===== src/rtl/exp_host_sequencer.sv =====
// Host-side start/done sequencer for the exponential accelerator.
// Launches one run per operand and returns result, error flag and op count.
module exp_host_sequencer #(
    parameter int XW        = 16,
    parameter int RW        = 16,
    parameter int START_LEN = 2,
    parameter int TIMEOUT   = 255
) (
    input  logic          clk,
    input  logic          rst,
    input  logic          in_valid,
    output logic          in_ready,
    input  logic [XW-1:0] in_x,
    output logic          acc_start,
    output logic [XW-1:0] acc_x,
    input  logic          acc_done,
    input  logic [RW-1:0] acc_result,
    output logic          out_valid,
    input  logic          out_ready,
    output logic [RW-1:0] out_result,
    output logic [XW-1:0] out_x,
    output logic          out_err,
    output logic          busy,
    output logic [15:0]   op_count
);

    typedef enum logic [1:0] {
        IDLE,
        LAUNCH,
        WAIT_DONE,
        RESULT
    } state_t;

    state_t        state, state_nxt;
    logic [XW-1:0] x_reg;
    logic [RW-1:0] result_reg;
    logic          err_reg;
    logic          seen_low;
    logic [3:0]    lcnt;
    logic [15:0]   tcnt;
    logic          accept, capture, expire;

    assign accept  = (state == IDLE) && in_valid && acc_done;
    assign capture = (state == WAIT_DONE) && seen_low && acc_done;
    assign expire  = (state == WAIT_DONE) && (tcnt == 16'(TIMEOUT - 1));

    always_ff @(posedge clk or negedge rst) begin
        if (!rst) state <= IDLE;
        else      state <= state_nxt;
    end

    always_comb begin
        state_nxt = state;
        unique case (state)
            IDLE:      if (accept) state_nxt = LAUNCH;
            LAUNCH:    if (lcnt == 4'd1) state_nxt = WAIT_DONE;
            WAIT_DONE: if (capture || expire) state_nxt = RESULT;
            RESULT:    if (out_ready) state_nxt = IDLE;
            default:   state_nxt = IDLE;
        endcase
    end

    // Done seen high before any low is stale and must not be captured.
    always_ff @(posedge clk or negedge rst) begin
        if (!rst) begin
            x_reg      <= '0;
            result_reg <= '0;
            err_reg    <= 1'b0;
            seen_low   <= 1'b0;
            lcnt       <= '0;
            tcnt       <= '0;
            op_count   <= '0;
        end else begin
            unique case (state)
                IDLE: begin
                    if (accept) begin
                        x_reg    <= in_x;
                        seen_low <= 1'b0;
                        err_reg  <= 1'b0;
                        lcnt     <= 4'(START_LEN);
                        tcnt     <= '0;
                    end
                end
                LAUNCH: begin
                    lcnt <= lcnt - 4'd1;
                    tcnt <= '0;
                    if (!acc_done) seen_low <= 1'b1;
                end
                WAIT_DONE: begin
                    tcnt <= tcnt + 16'd1;
                    if (!acc_done) seen_low <= 1'b1;
                    if (capture) begin
                        result_reg <= acc_result;
                        err_reg    <= 1'b0;
                    end else if (expire) begin
                        result_reg <= '0;
                        err_reg    <= 1'b1;
                    end
                end
                RESULT: begin
                    if (out_ready) op_count <= op_count + 16'd1;
                end
                default: ;
            endcase
        end
    end

    always_comb begin
        in_ready   = (state == IDLE) && acc_done;
        acc_start  = (state == LAUNCH);
        acc_x      = (state == IDLE) ? '0 : x_reg;
        out_valid  = (state == RESULT);
        busy       = (state != IDLE);
        out_result = result_reg;
        out_x      = x_reg;
        out_err    = err_reg;
    end

endmodule


===== config.mk =====
export PLATFORM = sky130hd
export DESIGN_NAME = exp_host_sequencer
export DESIGN_NICKNAME = d
export VERILOG_FILES = /design/src/rtl/exp_host_sequencer.sv
export SDC_FILE = /design/constraint.sdc
export NUM_CORES = 1
export LEC_CHECK = 0
export CORE_MARGIN = 2
export CORE_UTILIZATION = 42
export DETAILED_ROUTE_END_ITERATION = 7
export PLACE_DENSITY = 0.74
export SLEW_MARGIN = 20
export SYNTH_ARGS = -nofsm -noshare
export SYNTH_HDL_FRONTEND = slang
export SYNTH_SLANG_ARGS = --single-unit

===== constraint.sdc =====
create_clock -name clk -period 2.29 [get_ports clk]
set_clock_uncertainty 0.2 [all_clocks]
set_input_delay 0.687 -clock clk [delete_from_list [all_inputs] [get_ports clk]]
set_output_delay 0.687 -clock clk [all_outputs]
set_load 0.02 [all_outputs]

==> metrics.csv <==
metric,value,unit
area_delta_synth_final,49.2,%
ant_nets,0,
cts_tree,yes,
htreeDepth,3,
dieWidth,94.9,um
reg2regPathDepth,7,
grt_setup_unrepaired,yes,
final.setup.worst_slack,0.00745,ns
rr_endpoint,tcnt[15],
critPathArrivalTime,2.36,ns
overflow,0,
synth_fa_ha_area_share,3.61,%
endpoint_kind,flop,
rows,33,
pre_cts_ws,-0.553,ns
drt_pass1_iterations,4,
holdBufCountCts,0,
grt_max_degree,73,
ir_drop,896,uV
grtUsageTotal,20.2,%
cp_max_fo,7,
clkLatencyLatePin,0.35,ns
antenna_found_initial,0,
crit_end,tcnt[15],
yosysWarnings,0,
drt_iter0_markers,151,
routed_wl,8.66,mm
synthSimpleGateAreaFrac,20.1,%
die_height,94.9,um
worst-path-stages,7,
dieArea,9000,um^2
synth_cell_types,42,
numPlacedInstances,574,
ios,106,
async_flop_share,100,%
slowest_stage,or4_1,
internal_power,0.00387,W
clk_path_buf_depth,2,
cts_sinks,72,
drive_gt1_share,23.5,%
finalHoldViolCount,0,
grt_pass1_wl,14.1,mm
post-route-min-period,2.28,ns
min_path_type,input port to asynchronous set/reset pin,
worstSetupPathType,flop to flop,
hpwl,6.22,mm
ys_top_cells_by_area,"dfrtp_1, mux2_2, nand2_1, o21ai_0, ha_1",
p_comb_share,53.9,%
worst_pin_slew,0.597,ns
outcome,"finished, final reports clean",
stdcell_count,591,
crit_chain,"inv_2, ha_4, buf_6, a21boi_4, or4_4, or4_1, a21oi_1",
synthFlopType,dfrtp_1,
slew_viol_final,0,
switchingPower,0.00254,W
syn_inst,342,
slew_headroom,60.1,%
r2r-start,state[1],
powerDensity,1240,nW/um^2
synth_compound_area_share,11.3,%
syn_area,3470,um^2
layout_common_cells,"dfrtp_1, clkdlybuf4s50_1, nand2_1, buf_4, o21ai_0",
critPathTopFamily,simple AND/OR/NAND/NOR gates,
synth_edf_count,0,
critPathLaunchType,flop,
p_leak,2.42,nW
fmax,0.438,GHz
synth-xor-area-share,3.79,%
critical_path_required,2.37,ns
cp-startpoint,state[1],
setup_viol,0,
muxShareOfSynthArea,6.17,%
fin_crit_sh,99.7,%
wl_per_cell,14.7,um
p_sw_share,39.6,%
layout_commonest_cell,dfrtp_1,
syn_nets,389,
r2r_slack,0.007,ns
path_clk_slew,0.08,ns
drc_errors,0,
synth_top_family_by_area,simple AND/OR/NAND/NOR gates,
ys_seq_area_share,51.9,%
crit_buf_inv,2,
coreArea,8090,um^2
yosysTopAreaCell,dfrtp_1,
syn_area_per_cell,10.1,um^2
cts_buffers,9,
cts_root_buf,clkbuf_8,
vias,3074,
seqPwrFrac,30.7,%
netlist.area_leader.share,51.9,%
grt_pass1_vias,3019,
pwr-share-clk,15.4,%
initial_core_util,42.9,%
vias_per_cell,5.20,
slowest_delay,0.49,ns
io_buffers,105,
n_antenna_cell,0,
fin_nets,528,
ys_ff_latch,72,
gp_congestion,0.792,
cap_violations,0,
holdWs,0.139,ns
synth_stat cells, types with 3 or more instances:
cell type  number
dfrtp_1        72
nand2_1        52
o21ai_0        30
mux2_2         19
inv_1          16
nor2b_1        16
nand3_1        13
a21oi_1        12
nor2_1         11
ha_1           10
clkbuf_1        9
o31ai_1         9
or3_1           8
xnor2_1         8
or4_1           7
xor2_1          7
nand4_1         6
and3_1          5
nor3_1          4
and2_1          3
worst reg2reg max path: cells and delay by family (launching register included):
kind            cells  cell delay (ns)
simple gates        2             0.93
flops               1             0.38
compound gates      2             0.29
buf+inv             2             0.21
fa+ha+maj           1             0.20
power groups by stage:
stage,Clock [W],Sequential (W),Combinational [W]
4_1_cts,0.00101,0.00197,0.00336
2_1_floorplan,0,0.00232,0.00131
3_3_place_gp,0,0.00196,0.00333
5_1_grt,0.00107,0.00203,0.00371
3_5_place_dp,0,0.00198,0.00339
6_report,0.000988,0.00197,0.00345
cell families after synthesis:
logic type | count (synthesis)
fa+ha+maj | 10
buf+inv | 27
compound gates | 65
simple gates | 134
mux | 19
xor+xnor | 15
flops | 72
state kept, by name, indices dropped and copies added, names as in the netlist:
register	count
lcnt	4
op_count	16
out_err	1
out_result	16
out_x	16
seen_low	1
state	2
tcnt	16
layer usage:
metal | up-vias | wire length (um) | global-route usage [%]
met5 | - | 0 | 0
met4 | 0 | 165 | 8.70
met3 | 14 | 742 | 6.38
met2 | 110 | 4080 | 32.6
met1 | 1474 | 3670 | 25.1
li1 | 1476 | - | -
layout make-up:
type	count	area, um^2
fillers	692	2920
flip-flops and latches	72	1800
multi-input cells	243	1670
repair buffers	139	1320
well taps	105	131
clock buffers	10	128
clock inverters	6	67.6
inverters	16	60.1
metrics by stage:
step                      util, %  instance area [um^2]  total power [W]  setup TNS (ns)
after floorplan                 -                  3470          0.00363               0
after global placement       60.4                  4880          0.00529          -13.45
after detailed placement     60.4                  4880          0.00537          -14.57
after CTS                    62.6                  5060          0.00634         -0.0249
after global routing         64.0                  5180          0.00680          -0.597
final                        64.0                  5180          0.00641               0
timing repair:
item                                    CTS  global route
setup buffers                             1             0
endpoints found under the setup margin   32            33
pin swaps                                 4             6
resized for setup                       104            39
cloned                                    0             0
endpoints found under the hold margin     0             0
worst min-delay path by stage:
stage | slack, ns | start | endpoint | depth (start not counted)
after floorplan | 0.19 | rst | lcnt[0] | 0
after global placement | 0.26 | op_count[15] | op_count[15] | 1
after detailed placement | 0.26 | op_count[15] | op_count[15] | 1
after CTS | 0.17 | rst | out_result[9] | 2
after global routing | 0.19 | rst | out_x[4] | 2
final | 0.14 | rst | out_x[5] | 2
(Power assumes the default switching activity.)
